**src/rtl/aes_decrypt_iter.sv**
```systemverilog
// Iterative AES-128 inverse cipher: one inverse round per clock, round keys
// fetched from an external key store addressed by rk_idx_o.
module aes_decrypt_iter (
   input  logic         clk_i,
   input  logic         rst_i,
   input  logic         in_valid_i,
   output logic         in_ready_o,
   input  logic [127:0] ciphertext_i,
   output logic [3:0]   rk_idx_o,
   input  logic [127:0] round_key_i,
   output logic         out_valid_o,
   input  logic         out_ready_i,
   output logic [127:0] plaintext_o,
   output logic         busy_o
);

   typedef enum logic [1:0] {IDLE, ROUND, LAST, DONE} state_e;

   localparam logic [7:0] INV_SBOX [256] = '{
      8'h52, 8'h09, 8'h6a, 8'hd5, 8'h30, 8'h36, 8'ha5, 8'h38, 8'hbf, 8'h40, 8'ha3, 8'h9e, 8'h81, 8'hf3, 8'hd7, 8'hfb,
      8'h7c, 8'he3, 8'h39, 8'h82, 8'h9b, 8'h2f, 8'hff, 8'h87, 8'h34, 8'h8e, 8'h43, 8'h44, 8'hc4, 8'hde, 8'he9, 8'hcb,
      8'h54, 8'h7b, 8'h94, 8'h32, 8'ha6, 8'hc2, 8'h23, 8'h3d, 8'hee, 8'h4c, 8'h95, 8'h0b, 8'h42, 8'hfa, 8'hc3, 8'h4e,
      8'h08, 8'h2e, 8'ha1, 8'h66, 8'h28, 8'hd9, 8'h24, 8'hb2, 8'h76, 8'h5b, 8'ha2, 8'h49, 8'h6d, 8'h8b, 8'hd1, 8'h25,
      8'h72, 8'hf8, 8'hf6, 8'h64, 8'h86, 8'h68, 8'h98, 8'h16, 8'hd4, 8'ha4, 8'h5c, 8'hcc, 8'h5d, 8'h65, 8'hb6, 8'h92,
      8'h6c, 8'h70, 8'h48, 8'h50, 8'hfd, 8'hed, 8'hb9, 8'hda, 8'h5e, 8'h15, 8'h46, 8'h57, 8'ha7, 8'h8d, 8'h9d, 8'h84,
      8'h90, 8'hd8, 8'hab, 8'h00, 8'h8c, 8'hbc, 8'hd3, 8'h0a, 8'hf7, 8'he4, 8'h58, 8'h05, 8'hb8, 8'hb3, 8'h45, 8'h06,
      8'hd0, 8'h2c, 8'h1e, 8'h8f, 8'hca, 8'h3f, 8'h0f, 8'h02, 8'hc1, 8'haf, 8'hbd, 8'h03, 8'h01, 8'h13, 8'h8a, 8'h6b,
      8'h3a, 8'h91, 8'h11, 8'h41, 8'h4f, 8'h67, 8'hdc, 8'hea, 8'h97, 8'hf2, 8'hcf, 8'hce, 8'hf0, 8'hb4, 8'he6, 8'h73,
      8'h96, 8'hac, 8'h74, 8'h22, 8'he7, 8'had, 8'h35, 8'h85, 8'he2, 8'hf9, 8'h37, 8'he8, 8'h1c, 8'h75, 8'hdf, 8'h6e,
      8'h47, 8'hf1, 8'h1a, 8'h71, 8'h1d, 8'h29, 8'hc5, 8'h89, 8'h6f, 8'hb7, 8'h62, 8'h0e, 8'haa, 8'h18, 8'hbe, 8'h1b,
      8'hfc, 8'h56, 8'h3e, 8'h4b, 8'hc6, 8'hd2, 8'h79, 8'h20, 8'h9a, 8'hdb, 8'hc0, 8'hfe, 8'h78, 8'hcd, 8'h5a, 8'hf4,
      8'h1f, 8'hdd, 8'ha8, 8'h33, 8'h88, 8'h07, 8'hc7, 8'h31, 8'hb1, 8'h12, 8'h10, 8'h59, 8'h27, 8'h80, 8'hec, 8'h5f,
      8'h60, 8'h51, 8'h7f, 8'ha9, 8'h19, 8'hb5, 8'h4a, 8'h0d, 8'h2d, 8'he5, 8'h7a, 8'h9f, 8'h93, 8'hc9, 8'h9c, 8'hef,
      8'ha0, 8'he0, 8'h3b, 8'h4d, 8'hae, 8'h2a, 8'hf5, 8'hb0, 8'hc8, 8'heb, 8'hbb, 8'h3c, 8'h83, 8'h53, 8'h99, 8'h61,
      8'h17, 8'h2b, 8'h04, 8'h7e, 8'hba, 8'h77, 8'hd6, 8'h26, 8'he1, 8'h69, 8'h14, 8'h63, 8'h55, 8'h21, 8'h0c, 8'h7d
   };

   state_e       state_q, state_d;
   logic [127:0] data_q, data_d;
   logic [3:0]   rc_q, rc_d;
   logic [127:0] invSr, invSb, addKey, invMc;
   logic         accept;

   function automatic logic [7:0] xtime(input logic [7:0] b);
      return {b[6:0], 1'b0} ^ (b[7] ? 8'h1b : 8'h00);
   endfunction

   // Byte (r,c) of the state lives at index r + 4c, byte 0 in the top bits.
   function automatic logic [127:0] invShiftRows(input logic [127:0] s);
      logic [127:0] o;
      o = '0;
      for (int r = 0; r < 4; r++) begin
         for (int c = 0; c < 4; c++) begin
            o[127-8*(r+4*c) -: 8] = s[127-8*(r+4*((c+4-r)%4)) -: 8];
         end
      end
      return o;
   endfunction

   function automatic logic [127:0] invSubBytes(input logic [127:0] s);
      logic [127:0] o;
      o = '0;
      for (int i = 0; i < 16; i++) begin
         o[127-8*i -: 8] = INV_SBOX[s[127-8*i -: 8]];
      end
      return o;
   endfunction

   // Multiples by 9, b, d, e are built from the x2/x4/x8 doubling chain.
   function automatic logic [31:0] invMixColumn(input logic [31:0] col);
      logic [7:0] a [4];
      logic [7:0] m9 [4];
      logic [7:0] mb [4];
      logic [7:0] md [4];
      logic [7:0] me [4];
      logic [7:0] x2, x4, x8;
      for (int i = 0; i < 4; i++) begin
         a[i]  = col[31-8*i -: 8];
         x2    = xtime(a[i]);
         x4    = xtime(x2);
         x8    = xtime(x4);
         m9[i] = x8 ^ a[i];
         mb[i] = x8 ^ x2 ^ a[i];
         md[i] = x8 ^ x4 ^ a[i];
         me[i] = x8 ^ x4 ^ x2;
      end
      return {me[0] ^ mb[1] ^ md[2] ^ m9[3],
              m9[0] ^ me[1] ^ mb[2] ^ md[3],
              md[0] ^ m9[1] ^ me[2] ^ mb[3],
              mb[0] ^ md[1] ^ m9[2] ^ me[3]};
   endfunction

   function automatic logic [127:0] invMixColumns(input logic [127:0] s);
      logic [127:0] o;
      o = '0;
      for (int c = 0; c < 4; c++) begin
         o[127-32*c -: 32] = invMixColumn(s[127-32*c -: 32]);
      end
      return o;
   endfunction

   assign invSr  = invShiftRows(data_q);
   assign invSb  = invSubBytes(invSr);
   assign addKey = invSb ^ round_key_i;
   assign invMc  = invMixColumns(addKey);
   assign accept = in_valid_i && (state_q == IDLE);

   always_ff @(posedge clk_i) begin
      if (rst_i) begin
         state_q <= IDLE;
      end else begin
         state_q <= state_d;
      end
   end

   always_comb begin
      state_d = state_q;
      case (state_q)
         IDLE:    if (accept) state_d = ROUND;
         ROUND:   if (rc_q == 4'd1) state_d = LAST;
         LAST:    state_d = DONE;
         DONE:    if (out_ready_i) state_d = IDLE;
         default: state_d = IDLE;
      endcase
   end

   always_comb begin
      in_ready_o  = 1'b0;
      busy_o      = 1'b1;
      out_valid_o = 1'b0;
      rk_idx_o    = 4'd10;
      case (state_q)
         IDLE: begin
            in_ready_o = 1'b1;
            busy_o     = 1'b0;
         end
         ROUND:   rk_idx_o    = rc_q;
         LAST:    rk_idx_o    = 4'd0;
         DONE:    out_valid_o = 1'b1;
         default: busy_o      = 1'b0;
      endcase
   end

   // The state register doubles as the plaintext holding register in DONE/IDLE.
   always_comb begin
      data_d = data_q;
      rc_d   = rc_q;
      case (state_q)
         IDLE: begin
            if (accept) begin
               data_d = ciphertext_i ^ round_key_i;
               rc_d   = 4'd9;
            end
         end
         ROUND: begin
            data_d = invMc;
            rc_d   = (rc_q == 4'd1) ? 4'd0 : rc_q - 4'd1;
         end
         LAST:    data_d = addKey;
         DONE:    if (out_ready_i) rc_d = 4'd10;
         default: rc_d = 4'd10;
      endcase
   end

   always_ff @(posedge clk_i) begin
      if (rst_i) begin
         data_q <= '0;
         rc_q   <= 4'd10;
      end else begin
         data_q <= data_d;
         rc_q   <= rc_d;
      end
   end

   assign plaintext_o = data_q;

endmodule
```
**config.mk**
```make
export PLATFORM = sky130hd
export DESIGN_NAME = aes_decrypt_iter
export DESIGN_NICKNAME = d
export VERILOG_FILES = /design/src/rtl/aes_decrypt_iter.sv
export SDC_FILE = /design/constraint.sdc
export NUM_CORES = 2
export LEC_CHECK = 0
export CAP_MARGIN = 20
export CELL_PAD_IN_SITES_DETAIL_PLACEMENT = 0
export CELL_PAD_IN_SITES_GLOBAL_PLACEMENT = 2
export CORE_MARGIN = 4
export CORE_UTILIZATION = 40
export CTS_BUF_LIST = sky130_fd_sc_hd__clkbuf_8
export CTS_CLUSTER_SIZE = 8
export DETAILED_ROUTE_END_ITERATION = 16
export PLACE_DENSITY_LB_ADDON = 0.1
export SYNTH_ARGS = -nofsm -noshare
export SYNTH_HDL_FRONTEND = slang
export SYNTH_SLANG_ARGS = --single-unit
```
**constraint.sdc**
```tcl
create_clock -name clk_i -period 11.9 [get_ports clk_i]
set_clock_uncertainty 0.1 [all_clocks]
set_input_delay 2.38 -clock clk_i [delete_from_list [all_inputs] [get_ports clk_i]]
set_output_delay 2.38 -clock clk_i [all_outputs]
set_load 0.1 [all_outputs]
```
==> flow_summary_export.csv <==
group,metric,value,unit
grt,grt_pass1_vias,85900,
run_status,outcome,"finished, final reports clean",
layout,mostFrequentLayoutCells,"nand2_1 (766), o21ai_0 (736), a21oi_1 (719), nor2_1 (669), xnor2_1 (593)",
detailed_routing,wl_per_cell,34.6,µm
timing,finalCriticalPeriod,7.35,ns
grt,grt_usage,42.1,%
floorplanning,io_pins,395,
synthesis,yosys.area_share.simple,24.4,%
detailed_routing,m1WireLength,170000,µm
setup_path,crit-reg2reg-launch,"plaintext_o[113]",
floorplanning,chipHeight,443,µm
floorplanning,dieArea,196000,µm²
setup_path,r2r_cells,13,
synthesis,synth_compound_area_share,37.0,%
setup_path,cpMostUsedCell,"xnor2_1",
synthesis,syn_avg_cell_area,6.99,µm²
synthesis,syn-cell-area,75600,µm²
timing,slew_violations,0,
synthesis,syn_inst,10800,
timing,finalCritPeriodShare,61.8,%
grt,grt_max_degree,104,
detailed_routing,initialDrtViolationCount,17400,
clocking,cts_setup_buffers,0,
synthesis,synth_xor_area_share,14.7,%
timing,worst_pin_slew,1.24,ns
setup_path,worst_path_max_delay_cell,"a211oi_1",
layout,nets,10800,
synthesis,synth_flop_cell,"dfxtp_1",
placement,dp_hpwl,312000,µm
placement,placed_cell_area,79000,µm²
grt,gr-total-overflow,0,
timing,slew_headroom,16.7,%
grt,grt_pass1_wl,633000,µm
setup_path,rr_endpoint,"plaintext_o[71]",
setup_path,critical-path-top-delay-family,"compound AO/OA/AOI/OAI gates",
synthesis,synth_nets,11400,
synthesis,synth.top_cell.area_share,6.89,%
setup_path,slowest_delay,1.05,ns
clocking,clk_latency,0.68,ns
detailed_routing,post_drt_via_cell_ratio,7.41,
detailed_routing,firstDrtPassIters,10,
setup_path,worstPathArrival,7.73,ns
synthesis,synth_top_area_cell,"xnor2_1",
layout,layout-drive-gt1-share,8.32,%
layout,final_util,42.3,%
synthesis,synth_mux_area_share,6.58,%
hold_path,hp-start,"rc_q[0]",
timing,final_hold_viol_count,0,
synthesis,ys_top_cells_by_area,"xnor2_1 (6.9%), ha_1 (4.9%), o21ai_0 (4.9%), a21oi_1 (4.8%), mux4_2 (3.8%)",
floorplanning,die_w,443,µm
clocking,cts_tree,"done",
setup_path,end_kind,"flip-flop",
synthesis,synth.distinct_cells,114,
synthesis,ys_ff_latch,134,
clocking,cts.repair.resized,0,
layout,area_delta_synth_final,5.05,%
layout,design_area,79400,µm²
synthesis,synth_edf_count,0,
layout,final_common_cell,"nand2_1",
clocking,h-tree-depth,4,
synthesis,async_flop_share,0,%
synthesis,yosys_warnings,0,
clocking,clock-root-buffer,"clkbuf_8",
detailed_routing,dr_total_vias,94500,
grt,antenna_found_initial,21,
setup_path,path_cells,"inv_1 -> ha_1 -> and2_1 -> nor3_1 -> o211ai_1 -> a311oi_1 -> o32ai_1 -> xor2_1 -> xnor2_1 -> xnor2_1 -> xnor2_1 -> a211oi_1 -> a2111oi_0",
synthesis,synthAdderAreaFrac,4.90,%
synthesis,synth_top_family_by_area,"compound AO/OA/AOI/OAI gates",
clocking,cts_buffer_depth,2,
clocking,clk_pin_slew,0.11,ns
detailed_routing,wl,441000,µm
timing,rsz0062_at_grt,"no",
detailed_routing,ant_nets,0,
detailed_routing,wl_met3,53700,µm
hold_path,min_path_type,"flip-flop to flip-flop",
setup_path,critPathKind,"flip-flop to flip-flop",
clocking,cts_sinks,134,
floorplanning,floorplan.rows,159,
clocking,cts_buffers,17,
detailed_routing,top_layer,"met5",
setup_path,rrSetupSlack,4.55,ns
placement,io_buffers,394,
timing,fmax,136,MHz
floorplanning,core,188000,µm²
clocking,holdBufCountCts,0,
placement,routabilityCongestion,1.05,
hold_path,min_to,"rc_q[0]",
setup_path,critical_path_buf_inv_count,1,
timing,fin_tns_setup,0,ns
job,max_cap_viol_count,0,
setup_path,startpoint_type,"flip-flop",
floorplanning,start_util,40.3,%
detailed_routing,wl_met2,186000,µm
timing,setup_viol,0,
hold_path,hold_depth,2,
setup_path,worstPathMaxFanout,37,
synthesis,ys_seq_area_share,3.55,%
detailed_routing,drc,0,
setup_path,required,12.28,ns
==> flip-flops by register name (all words and copies together), names as in the netlist <==
signal and flops:
plaintext_o 128, rc_q 4, state_q 2
==> area by class of cell <==
class                      instances  area, µm²
sequential                       134       2850
antenna                           13       32.5
timing repair buffer             655       5910
multi-input combinational       9220      66300
tap                             2495       3120
inverter                         212        797
clock inverter                    14        128
fill                           19800     108000
clock buffer                      18        248
==> worst min-delay path, delay by kind of cell, from the launching register on <==
family | cells | cell delay, ns
flip-flops | 1 | 0.36
AND/OR/NAND/NOR | 2 | 0.16
==> cell families (layout without fill, tap and decap cells) <==
| family | Yosys count | in the layout |
|---|---|---|
| other | 0 | 13 |
| and+or+nand+nor | 3566 | 3566 |
| DFF | 134 | 134 |
| adders and majority gates | 296 | 296 |
| muxes | 331 | 331 |
| AOI/OAI and AO/OA | 3965 | 3965 |
| xor gates and xnor gates | 1062 | 1062 |
| buffers and inverters | 1462 | 899 |
==> Yosys cell counts, types with 109 or more instances <==
cell,instances
nand2_1,768
nand3_1,270
a211oi_1,250
a21oi_1,719
a221oi_1,123
a311oi_1,169
nor2_1,672
clkbuf_1,619
o211ai_1,212
inv_1,170
buf_4,115
a31oi_1,229
o21ai_0,737
mux2i_1,152
and2_1,109
dfxtp_1,134
o31ai_1,109
xnor2_1,595
nor3_1,321
or2_2,115
ha_1,296
o311ai_0,175
buf_2,423
xor2_1,314
nand2b_1,404
nor2b_1,322
mux4_2,128
==> through the flow <==
step | cells | hold WS (ns) | setup slack [ns]
floorplan | 10800 | 0.400 | 6.08
detailed placement | 12700 | 0.436 | 5.07
global route | 12800 | 0.469 | 4.66
global placement | 12700 | 0.431 | 3.84
finish | 12800 | 0.447 | 4.55
CTS | 12700 | 0.450 | 5.04
==> per-layer routing <==
metal | GRT usage, % | vias up
met3 | 10.1 | 1389
met4 | 23.5 | 12
met1 | 55.4 | 45500
met2 | 62.9 | 7636
li1 | - | 39900
met5 | 0 | -
==> worst max-delay path by stage <==
stage / endpoint / start / cells after the start / slack (ns)
2_1_floorplan: plaintext_o[123] / plaintext_o[122] / 19 / 6.08
3_3_place_gp: plaintext_o[2] / plaintext_o[96] / 14 / 3.84
3_5_place_dp: plaintext_o[88] / plaintext_o[113] / 14 / 5.07
4_1_cts: plaintext_o[88] / plaintext_o[113] / 14 / 5.04
5_1_grt: plaintext_o[71] / plaintext_o[113] / 14 / 4.66
6_report: plaintext_o[71] / plaintext_o[113] / 13 / 4.55
Power is not shown: default switching activity piles up to over one toggle a cycle in this logic, so the estimate is an artifact.
